==> src/rtl/pipeline_ctrl_pkg.sv <==
// Shared types and constants for the pipeline stall/flush controller:
// MD op encodings, MD sequencer states and default MDU latencies.
package pipeline_ctrl_pkg;

  typedef enum logic [1:0] {
    MD_NONE = 2'b00,
    MD_MULT = 2'b01,
    MD_DIV  = 2'b10,
    MD_RSVD = 2'b11
  } md_op_e;

  typedef enum logic {
    ST_RUN  = 1'b0,
    ST_BUSY = 1'b1
  } md_state_e;

  localparam int MULT_CYCLES_DEF = 5;
  localparam int DIV_CYCLES_DEF  = 10;
  localparam int CNT_W           = 4;

  // $0 is hardwired, so a write to it can never create a dependency.
  function automatic logic reg_hit(input logic [4:0] wr_reg, input logic [4:0] src_reg);
    return (wr_reg != 5'd0) && (wr_reg == src_reg);
  endfunction

endpackage

==> src/rtl/pipeline_ctrl_if.sv <==
// Hazard-detection inputs and pipeline-register control outputs of the
// stall/flush controller, bundled for connection to the datapath.
interface pipeline_ctrl_if;
  logic [4:0] id_rs;
  logic [4:0] id_rt;
  logic       id_use_rs;
  logic       id_use_rt;
  logic       id_branch;
  logic       id_md_use;
  logic       ex_reg_write;
  logic       ex_load;
  logic [4:0] ex_wr_reg;
  logic       mem_load;
  logic [4:0] mem_wr_reg;
  logic [1:0] ex_md_op;
  logic       mem_exc;
  logic       pc_en;
  logic       en_ifid;
  logic       en_idex;
  logic       en_exmem;
  logic       en_memwb;
  logic       clr_ifid;
  logic       clr_idex;
  logic       clr_exmem;
  logic       clr_memwb;
  logic       md_start;
  logic       md_busy;

  modport master (
    output id_rs, id_rt, id_use_rs, id_use_rt, id_branch, id_md_use,
           ex_reg_write, ex_load, ex_wr_reg, mem_load, mem_wr_reg,
           ex_md_op, mem_exc,
    input  pc_en, en_ifid, en_idex, en_exmem, en_memwb,
           clr_ifid, clr_idex, clr_exmem, clr_memwb, md_start, md_busy
  );

  modport slave (
    input  id_rs, id_rt, id_use_rs, id_use_rt, id_branch, id_md_use,
           ex_reg_write, ex_load, ex_wr_reg, mem_load, mem_wr_reg,
           ex_md_op, mem_exc,
    output pc_en, en_ifid, en_idex, en_exmem, en_memwb,
           clr_ifid, clr_idex, clr_exmem, clr_memwb, md_start, md_busy
  );
endinterface

==> src/rtl/pipeline_ctrl_md_busy_counter.sv <==
// Multiply/divide busy sequencer: counts down the MDU latency after a start.
//   state   | meaning
//   ST_RUN  | MDU idle, result valid, ready to accept a start
//   ST_BUSY | MDU computing, cnt = cycles remaining until result valid
module md_busy_counter
  import pipeline_ctrl_pkg::*;
(
  input  logic             clk,
  input  logic             reset,
  input  logic             start,
  input  logic [CNT_W-1:0] load_cnt,
  output logic             busy
);

  md_state_e        state_q, state_d;
  logic [CNT_W-1:0] cnt_q, cnt_d;

  always_ff @(posedge clk or negedge reset) begin
    if (!reset) begin
      state_q <= ST_RUN;
      cnt_q   <= '0;
    end else begin
      state_q <= state_d;
      cnt_q   <= cnt_d;
    end
  end

  always_comb begin
    state_d = state_q;
    cnt_d   = cnt_q;
    case (state_q)
      ST_RUN: begin
        if (start) begin
          cnt_d   = load_cnt;
          state_d = ST_BUSY;
        end
      end
      ST_BUSY: begin
        cnt_d = cnt_q - 1'b1;
        if (cnt_q == CNT_W'(1)) state_d = ST_RUN;
      end
      default: state_d = ST_RUN;
    endcase
  end

  assign busy = (state_q == ST_BUSY);

endmodule

==> src/rtl/pipeline_ctrl.sv <==
// Central stall/flush controller for the five-stage pipeline: hazard
// detection, exception flush and pipeline-register enable/clear generation.
module pipeline_ctrl
  import pipeline_ctrl_pkg::*;
#(
  parameter int MULT_CYCLES = MULT_CYCLES_DEF,
  parameter int DIV_CYCLES  = DIV_CYCLES_DEF
) (
  input  logic           clk,
  input  logic           reset,
  pipeline_ctrl_if.slave bus
);

  logic             stall_ld;
  logic             stall_br;
  logic             stall_md;
  logic             stall;
  logic             is_mult;
  logic             is_div;
  logic             md_start;
  logic             md_busy;
  logic [CNT_W-1:0] load_cnt;

  always_comb begin
    stall_ld = bus.ex_load &&
               ((bus.id_use_rs && reg_hit(bus.ex_wr_reg, bus.id_rs)) ||
                (bus.id_use_rt && reg_hit(bus.ex_wr_reg, bus.id_rt)));
    // Branches resolve in ID, so any EX write or MEM load is still too late to forward.
    stall_br = bus.id_branch &&
               ((bus.ex_reg_write && (reg_hit(bus.ex_wr_reg, bus.id_rs) ||
                                      reg_hit(bus.ex_wr_reg, bus.id_rt))) ||
                (bus.mem_load     && (reg_hit(bus.mem_wr_reg, bus.id_rs) ||
                                      reg_hit(bus.mem_wr_reg, bus.id_rt))));
    is_mult  = (bus.ex_md_op == MD_MULT);
    is_div   = (bus.ex_md_op == MD_DIV);
    md_start = (is_mult || is_div) && !md_busy && !bus.mem_exc;
    load_cnt = is_div ? CNT_W'(DIV_CYCLES) : CNT_W'(MULT_CYCLES);
    stall_md = bus.id_md_use && (md_busy || md_start);
    stall    = stall_ld || stall_br || stall_md;
  end

  md_busy_counter u_md_busy_counter (
    .clk      (clk),
    .reset    (reset),
    .start    (md_start),
    .load_cnt (load_cnt),
    .busy     (md_busy)
  );

  always_comb begin
    bus.pc_en     = 1'b1;
    bus.en_ifid   = 1'b1;
    bus.en_idex   = 1'b1;
    bus.en_exmem  = 1'b1;
    bus.en_memwb  = 1'b1;
    bus.clr_ifid  = 1'b0;
    bus.clr_idex  = 1'b0;
    bus.clr_exmem = 1'b0;
    bus.clr_memwb = 1'b0;
    // MEM/WB is left alone on a flush; the exception unit squashes MEM itself.
    if (bus.mem_exc) begin
      bus.clr_ifid  = 1'b1;
      bus.clr_idex  = 1'b1;
      bus.clr_exmem = 1'b1;
    end else if (stall) begin
      bus.pc_en    = 1'b0;
      bus.en_ifid  = 1'b0;
      bus.clr_idex = 1'b1;
    end
  end

  assign bus.md_start = md_start;
  assign bus.md_busy  = md_busy;

endmodule

==> src/flat_wrapper.sv <==
// flat-port wrapper written by rule: the top's interface ports become plain ports
module pipeline_ctrl_flat import pipeline_ctrl_pkg::*;
#(
  parameter int MULT_CYCLES = MULT_CYCLES_DEF,
  parameter int DIV_CYCLES  = DIV_CYCLES_DEF
)
  (clk, reset, bus_id_rs, bus_id_rt, bus_id_use_rs, bus_id_use_rt, bus_id_branch, bus_id_md_use, bus_ex_reg_write, bus_ex_load, bus_ex_wr_reg, bus_mem_load, bus_mem_wr_reg, bus_ex_md_op, bus_mem_exc, bus_pc_en, bus_en_ifid, bus_en_idex, bus_en_exmem, bus_en_memwb, bus_clr_ifid, bus_clr_idex, bus_clr_exmem, bus_clr_memwb, bus_md_start, bus_md_busy);
  pipeline_ctrl_if bus_i ();
  input  logic clk;
  input  logic reset;
  input wire logic [$bits(bus_i.id_rs)-1:0] bus_id_rs;
  input wire logic [$bits(bus_i.id_rt)-1:0] bus_id_rt;
  input wire logic [$bits(bus_i.id_use_rs)-1:0] bus_id_use_rs;
  input wire logic [$bits(bus_i.id_use_rt)-1:0] bus_id_use_rt;
  input wire logic [$bits(bus_i.id_branch)-1:0] bus_id_branch;
  input wire logic [$bits(bus_i.id_md_use)-1:0] bus_id_md_use;
  input wire logic [$bits(bus_i.ex_reg_write)-1:0] bus_ex_reg_write;
  input wire logic [$bits(bus_i.ex_load)-1:0] bus_ex_load;
  input wire logic [$bits(bus_i.ex_wr_reg)-1:0] bus_ex_wr_reg;
  input wire logic [$bits(bus_i.mem_load)-1:0] bus_mem_load;
  input wire logic [$bits(bus_i.mem_wr_reg)-1:0] bus_mem_wr_reg;
  input wire logic [$bits(bus_i.ex_md_op)-1:0] bus_ex_md_op;
  input wire logic [$bits(bus_i.mem_exc)-1:0] bus_mem_exc;
  output wire logic [$bits(bus_i.pc_en)-1:0] bus_pc_en;
  output wire logic [$bits(bus_i.en_ifid)-1:0] bus_en_ifid;
  output wire logic [$bits(bus_i.en_idex)-1:0] bus_en_idex;
  output wire logic [$bits(bus_i.en_exmem)-1:0] bus_en_exmem;
  output wire logic [$bits(bus_i.en_memwb)-1:0] bus_en_memwb;
  output wire logic [$bits(bus_i.clr_ifid)-1:0] bus_clr_ifid;
  output wire logic [$bits(bus_i.clr_idex)-1:0] bus_clr_idex;
  output wire logic [$bits(bus_i.clr_exmem)-1:0] bus_clr_exmem;
  output wire logic [$bits(bus_i.clr_memwb)-1:0] bus_clr_memwb;
  output wire logic [$bits(bus_i.md_start)-1:0] bus_md_start;
  output wire logic [$bits(bus_i.md_busy)-1:0] bus_md_busy;
  assign bus_i.id_rs = bus_id_rs;
  assign bus_i.id_rt = bus_id_rt;
  assign bus_i.id_use_rs = bus_id_use_rs;
  assign bus_i.id_use_rt = bus_id_use_rt;
  assign bus_i.id_branch = bus_id_branch;
  assign bus_i.id_md_use = bus_id_md_use;
  assign bus_i.ex_reg_write = bus_ex_reg_write;
  assign bus_i.ex_load = bus_ex_load;
  assign bus_i.ex_wr_reg = bus_ex_wr_reg;
  assign bus_i.mem_load = bus_mem_load;
  assign bus_i.mem_wr_reg = bus_mem_wr_reg;
  assign bus_i.ex_md_op = bus_ex_md_op;
  assign bus_i.mem_exc = bus_mem_exc;
  assign bus_pc_en = bus_i.pc_en;
  assign bus_en_ifid = bus_i.en_ifid;
  assign bus_en_idex = bus_i.en_idex;
  assign bus_en_exmem = bus_i.en_exmem;
  assign bus_en_memwb = bus_i.en_memwb;
  assign bus_clr_ifid = bus_i.clr_ifid;
  assign bus_clr_idex = bus_i.clr_idex;
  assign bus_clr_exmem = bus_i.clr_exmem;
  assign bus_clr_memwb = bus_i.clr_memwb;
  assign bus_md_start = bus_i.md_start;
  assign bus_md_busy = bus_i.md_busy;
  pipeline_ctrl #(.MULT_CYCLES(MULT_CYCLES), .DIV_CYCLES(DIV_CYCLES)) u_core (.clk(clk), .reset(reset), .bus(bus_i));
endmodule
==> config.mk <==
export PLATFORM = sky130hd
export DESIGN_NAME = pipeline_ctrl_flat
export DESIGN_NICKNAME = d
export VERILOG_FILES = /design/src/rtl/pipeline_ctrl_pkg.sv /design/src/rtl/pipeline_ctrl_if.sv /design/src/rtl/pipeline_ctrl_md_busy_counter.sv /design/src/rtl/pipeline_ctrl.sv /design/src/flat_wrapper.sv
export SDC_FILE = /design/constraint.sdc
export NUM_CORES = 1
export LEC_CHECK = 0
export CORE_AREA = 2 2 56 58
export DETAILED_ROUTE_END_ITERATION = 6
export DIE_AREA = 0 0 58 60
export PLACE_DENSITY = 0.65
export SYNTH_ARGS = -nofsm -noshare
export SYNTH_HDL_FRONTEND = slang
export SYNTH_SLANG_ARGS = --single-unit
==> constraint.sdc <==
create_clock -name clk -period 4.5 [get_ports clk]
set_clock_uncertainty 0.1 [all_clocks]
set_input_delay 1.125 -clock clk [delete_from_list [all_inputs] [get_ports clk]]
set_output_delay 1.125 -clock clk [all_outputs]
set_load 0.01 [all_outputs]
==> reports/qor.csv, run 1 <==
stage;metric;value;unit
global_routing;grt_pass1_vias;744;
job;cap_violations;0;
status;outcome;finished clean;
cts;root_buffer;clkbuf_4;
cts;clock_sinks;5;
yosys;ys_top_cells_by_area;xnor2_1, dfrtp_1, buf_4;
sta;timing.final.crit_share;96.4;%
finish;nFillCells;312;
cts;cts_htree_levels;1;
sta;fin_crit;4.34;ns
yosys;ys_warn_count;0;
placement;place_congestion;0.772;
yosys;synth-seq-cells;5;
worst_setup_path;path_class;input port to primary output;
drt;vias_per_cell;4.49;
cts;cts_setup_buffers;0;
global_routing;track_usage;12.5;%
global_routing;grt_max_degree;14;
cts;numCtsBuffers;3;
cts;clkTransAtPathRegs;0.04;ns
finish;antenna_cells;0;
global_routing;grt-ovfl-total;0;
worst_setup_path;end_kind;primary output;
drt;vias;710;
placement;port_buffers;38;
finish;area_delta_synth_final;58.7;%
power_and_ir_drop;cellPowerDensity;291;nW/um^2
worst_setup_path;cp_max_fo;4;
power_and_ir_drop;p_leak;0.411;nW
die;die_h;60;um
power_and_ir_drop;peakVddDrop;198;uV
die;ios;43;
die;rows;20;
global_routing;antenna_found_initial;0;
finish;nets;161;
sta;fmaxAchievable;231;MHz
sta;hold_ws;0.445;ns
finish;final_area;1110;sq um
yosys;avgSynthCellArea;7.92;sq um
sta;drv_slew;0;
min_path;hold_class;register to register;
finish;drive_gt1_share;7.20;%
finish;multi_input_area;510;sq um
cts;clk_latency;0.24;ns
yosys;synth_top_cell_area_share;23.9;%
die;die_x;58;um
finish;seq_area;125;sq um
drt;routed_wl;1920;um
sta;finalSetupTns;0;ns
drt;drt_first_pass_iters;4;
placement;dpl-instance-area;1080;sq um
yosys;synth_cell_types;30;
drt;post-route-drc-count;0;
sta;hold_violations;0;
global_routing;grt_pass1_wl;3280;um
worst_setup_path;crit_required;3.27;ns
sta;rsz0062_at_grt;false;
yosys;ys_seq_area_share;18.0;%
worst_setup_path;cp.arrival;3.11;ns
yosys;syn_inst;88;
drt;drt_iter0_drc;15;
die;start_util;24.0;%
cts;cts_hold_buffers;0;
worst_setup_path;critPathLaunchType;input port;
cts;cts_tree;built;
die;core-area;2900;sq um
drt;ant_nets;0;
drt;drt-wirelength-per-cell;12.2;um
sta;setup-violations-final;0;
cts;clk_path_buf_depth;2;
die;die-area;3480;sq um
yosys;syn_area;697;sq um
yosys;yosysTopAreaCell;xnor2_1;
placement;hpwlAfterDp;1680;um
layer usage:
metal / up-vias / share of wire, % / global-route usage [%]
met5: - / 0 / 0
met3: 4 / 5.0 / 2.81
met4: 0 / 1.8 / 3.99
met1: 314 / 44 / 14.4
li1: 368 / - / -
met2: 24 / 49 / 22.7
registers in the layout, indices dropped and copies added, names as in the netlist:
| name | count |
|---|---|
| u_core.u_md_busy_counter.cnt_q | 4 |
| u_core.u_md_busy_counter.busy | 1 |
logic make-up (layout without fill, tap and decap cells):
logic type	Yosys count	in the layout	share of synthesized area [%]
AOI/OAI and AO/OA	13	13	16.2
xor gates and xnor gates	21	21	26.4
adders and majority gates	3	3	5.39
buffers and inverters	12	47	10.4
DFF	5	5	18.0
muxes	1	1	1.44
other	2	4	1.08
and+or+nand+nor	31	31	21.2
cells in the final DEF (no fill, tap or decap), types with 2 or more instances in the layout:
master,instances
clkdlybuf4s50_1,38
xnor2_1,19
nor2_1,9
nand2_1,7
nor3_1,6
dfrtp_1,5
inv_1,4
nand3_1,4
conb_1,4
ha_1,3
clkbuf_4,3
xor2_1,2
a21oi_1,2
metrics by stage:
step	worst slack, ns	power, W	util, %	instances
global route	0.00915	0.000356	38.1	158
detailed placement	0.116	0.000271	37.1	154
finish	0.162	0.000322	38.1	158
global placement	0.152	0.000263	37.1	154
floorplan	0.864	0.000203	-	90
CTS	0.107	0.000324	38.0	158
worst paths after layout:
check | from | end | slack, ns | depth (start not counted)
max in group asynchronous | reset | u_core.u_md_busy_counter.busy | 3.09 | 1
min in group asynchronous | reset | u_core.u_md_busy_counter.cnt_q[2] | 1.01 | 1
worst min-delay path | u_core.u_md_busy_counter.cnt_q[2] | u_core.u_md_busy_counter.cnt_q[2] | 0.44 | 1
worst max-delay path | bus_ex_md_op[0] | bus_en_ifid | 0.16 | 9
worst min register to register | u_core.u_md_busy_counter.cnt_q[2] | u_core.u_md_busy_counter.cnt_q[2] | 0.44 | 1
worst max register to register | u_core.u_md_busy_counter.busy | u_core.u_md_busy_counter.cnt_q[2] | 3.21 | 2
where the power goes:
part	total, W	internal (W)	leakage [nW]	switching [W]
logic	0.000177	0.0000992	0.339	0.0000776
clock network	0.0000512	0.0000335	0.0150	0.0000177
registers	0.0000938	0.0000679	0.0574	0.0000259
total	0.000322	0.000201	0.411	0.000121
synthesized netlist by cell type:
cell        n
a211oi_1    1
a21o_1      1
a21oi_1     2
a221o_1     1
a31o_1      1
a31oi_1     1
a41oi_2     1
buf_2       1
buf_4       7
conb_1      2
dfrtp_1     5
ha_1        3
inv_1       4
mux2i_1     1
nand2_1     7
nand3_1     4
nand4_1     1
nand4b_1    1
nor2_1      9
nor2b_1     1
nor3_1      6
nor3_2      1
nor4_1      1
o2111ai_1   1
o21ai_1     1
o22ai_2     1
o31ai_1     1
o31ai_2     1
xnor2_1    19
xor2_1      2
cell type report:
| type | count | area share (%) |
|---|---|---|
| Inverter | 4 | 1.36 |
| Tap cell | 33 | 3.73 |
| Multi-Input combinational cell | 73 | 46.2 |
| Timing Repair Buffer | 39 | 35.1 |
| Sequential cell | 5 | 11.3 |
| Clock buffer | 4 | 2.38 |
repair_timing:
item                       CTS  global route
setup endpoints to repair    0             2
hold endpoints to repair     0             0
gates resized for setup      0             1
worst max-delay path, cell delays in order:
cell and delay [ns]:
clkdlybuf4s50_1 0.45, inv_1 0.04, ha_1 0.32, nor2_1 0.08, o21ai_2 0.13, o31ai_2 0.08, a41oi_2 0.17, a31o_1 0.18
clkdlybuf4s50_1 0.53
(Power assumes the default switching activity.)
==> run 2, diff against run 1 <==
--- a/config.mk
+++ b/config.mk
@@ -11,4 +11,5 @@
 export PLACE_DENSITY = 0.65
 export SYNTH_ARGS = -nofsm -noshare
 export SYNTH_HDL_FRONTEND = slang
+export SYNTH_HIERARCHICAL = 1
 export SYNTH_SLANG_ARGS = --single-unit
==> reports/qor.csv, run 2 <==
stage;metric;value;unit
drt;vias_per_cell;4.57;
sta;hold_ws;0.492;ns
yosys;synth_xor_area_share;28.6;%
yosys;syn_inst;87;
yosys;yosysTopAreaCell;xnor2_1;
die;core-area;2900;sq um
yosys;yosys.area_share.simple;19.5;%
worst_setup_path;path_class;input port to primary output;
drt;drt_first_pass_iters;4;
finish;drive_gt1_share;8.00;%
worst_setup_path;crit_required;3.27;ns
die;die_x;58;um
yosys;synth-seq-cells;5;
yosys;synthFlopType;dfrtp_1;
die;start_util;24.1;%
yosys;muxShareOfSynthArea;0;%
drt;routed_wl;2110;um
yosys;yosysMostFrequentCell;xnor2_1;
yosys;ys_warn_count;6;
drt;vias;722;
power_and_ir_drop;p_leak;0.466;nW
yosys;synth_edf_count;0;
cts;clkTransAtPathRegs;0.04;ns
placement;port_buffers;38;
min_path;hold_class;register to register;
finish;top_register;u_core/u_md_busy_counter/cnt_q;
drt;post-route-drc-count;0;
sta;drv_slew;0;
worst_setup_path;r2r-end;u_core/u_md_busy_counter/cnt_q[2];
die;rows;20;
placement;hpwlAfterDp;1630;um
cts;clk_latency;0.25;ns
worst_setup_path;critPathLaunchType;input port;
sta;hold_violations;0;
cts;cts_tree;built;
cts;clock_sinks;5;
finish;nets;161;
power_and_ir_drop;cellPowerDensity;303;nW/um^2
sta;rsz0062_at_grt;false;
die;die-area;3480;sq um
finish;antenna_cells;0;
worst_setup_path;timing.rr.start;u_core/u_md_busy_counter/busy;
cts;numCtsBuffers;3;
finish;area_delta_synth_final;62.5;%
sta;setup-violations-final;0;
yosys;synth_top_cell_area_share;21.3;%
yosys;synth_common_cells;xnor2_1, buf_4, nand2_1;
sta;fin_crit;4.08;ns
sta;fmaxAchievable;245;MHz
global_routing;antenna_found_initial;0;
global_routing;grt_pass1_wl;3310;um
yosys;synth_top_family_by_area;XOR/XNOR gates;
yosys;synth_cell_types;28;
yosys;ys_seq_area_share;17.9;%
cts;cts_htree_levels;1;
finish;final_cell_mix;clkdlybuf4s50_1, xnor2_1, nand2_1;
status;outcome;finished clean;
yosys;avgSynthCellArea;8.05;sq um
yosys;synth_compound_gate_area_share;16.4;%
worst_setup_path;r2r_slack;2.87;ns
cts;clk_path_buf_depth;2;
global_routing;grt-ovfl-total;0;
global_routing;grt_pass1_vias;750;
job;cap_violations;0;
global_routing;grt_max_degree;13;
worst_setup_path;end_kind;primary output;
finish;layout_commonest_cell;clkdlybuf4s50_1;
yosys;async_reset_ff_share;100;%
worst_setup_path;endpoint;bus_clr_idex;
sta;timing.final.crit_share;90.6;%
die;die_h;60;um
placement;place_congestion;0.866;
yosys;ys_top_cells_by_area;xnor2_1, dfrtp_1, buf_4;
worst_setup_path;startpoint;bus_ex_wr_reg[2];
sta;finalSetupTns;0;ns
power_and_ir_drop;peakVddDrop;264;uV
finish;largest_reg_flops;4;
drt;drt-wirelength-per-cell;13.4;um
cts;root_buffer;clkbuf_4;
drt;drt_iter0_drc;12;
yosys;syn_area;701;sq um
power_and_ir_drop;post-layout-total-power;0.000345;W
worst_setup_path;r2r_cells;5;
drt;ant_nets;0;
worst_setup_path;cp.arrival;2.85;ns
global_routing;track_usage;12.5;%
finish;final_util;39.2;%
yosys;synthAdderAreaFrac;5.36;%
die;ios;43;
worst_setup_path;cp_max_fo;3;
-- run 2: per-layer routing --
layer | vias up | wire length, um | track usage (%) | share of wire, %
met5 | - | 0 | 0 | 0
met3 | 4 | 208 | 3.90 | 9.8
met1 | 319 | 901 | 13.7 | 43
met4 | 0 | 37 | 5.32 | 1.8
li1 | 365 | - | - | -
met2 | 34 | 966 | 22.2 | 46
-- run 2: how the worst min path moves through the flow --
stage,startpoint,endpoint,slack (ns),depth (start not counted)
3_5_place_dp,u_core/u_md_busy_counter/cnt_q[0],u_core/u_md_busy_counter/cnt_q[0],0.48,1
3_3_place_gp,u_core/u_md_busy_counter/cnt_q[0],u_core/u_md_busy_counter/cnt_q[0],0.46,1
2_1_floorplan,u_core/u_md_busy_counter/cnt_q[0],u_core/u_md_busy_counter/cnt_q[0],0.42,1
4_1_cts,u_core/u_md_busy_counter/cnt_q[0],u_core/u_md_busy_counter/cnt_q[0],0.49,1
5_1_grt,u_core/u_md_busy_counter/cnt_q[3],u_core/u_md_busy_counter/cnt_q[3],0.55,2
6_report,u_core/u_md_busy_counter/cnt_q[0],u_core/u_md_busy_counter/cnt_q[0],0.49,1
-- run 2: layout make-up --
class | count | area, sq um
Tap cell | 33 | 41.3
Fill cell | 324 | 1760
Sequential cell | 5 | 125
Clock buffer | 4 | 26.3
Timing Repair Buffer | 40 | 408
Multi-Input combinational cell | 71 | 519
Inverter | 5 | 18.8
-- run 2: cell families after synthesis --
family / count (synthesis)
adders and majority gates: 3
buffers and inverters: 13
xor gates and xnor gates: 22
DFF: 5
and+or+nand+nor: 26
AOI/OAI and AO/OA: 16
other: 2
-- run 2: report_power, final --
group | switching, W | internal, W
registers | 0.0000346 | 0.0000693
clock network | 0.0000196 | 0.0000336
logic | 0.0000794 | 0.000108
-- run 2: critical path, cell delays in order --
cell and delay [ns]:
clkdlybuf4s50_1 0.56, nor3_1 0.11, a21o_1 0.20, o41ai_2 0.36, a41oi_2 0.08, buf_4 0.15
nand4b_1 0.08, dlymetal6s2s_1 0.18
-- run 2: per-stage QoR --
step / std cells / setup WS, ns / area [sq um]
floorplan: 89 / 1.05 / 708
global placement: 153 / 0.114 / 1080
detailed placement: 153 / 0.107 / 1080
CTS: 157 / 0.100 / 1100
global route: 158 / 0.301 / 1140
finish: 158 / 0.423 / 1140
-- run 2: repair_timing --
action	CTS	global route
resized for setup	0	8
buffers inserted	0	1
hold buffers	0	0
setup endpoints to repair	0	3
==> run 3, diff against run 2 <==
--- a/config.mk
+++ b/config.mk
@@ -6,6 +6,7 @@
 export NUM_CORES = 1
 export LEC_CHECK = 0
 export CORE_AREA = 2 2 56 58
+export CTS_CLUSTER_SIZE = 8
 export DETAILED_ROUTE_END_ITERATION = 6
 export DIE_AREA = 0 0 58 60
 export PLACE_DENSITY = 0.65
==> results of run 3 <==
The final DEF is identical to that of run 2; final timing and power are the same.
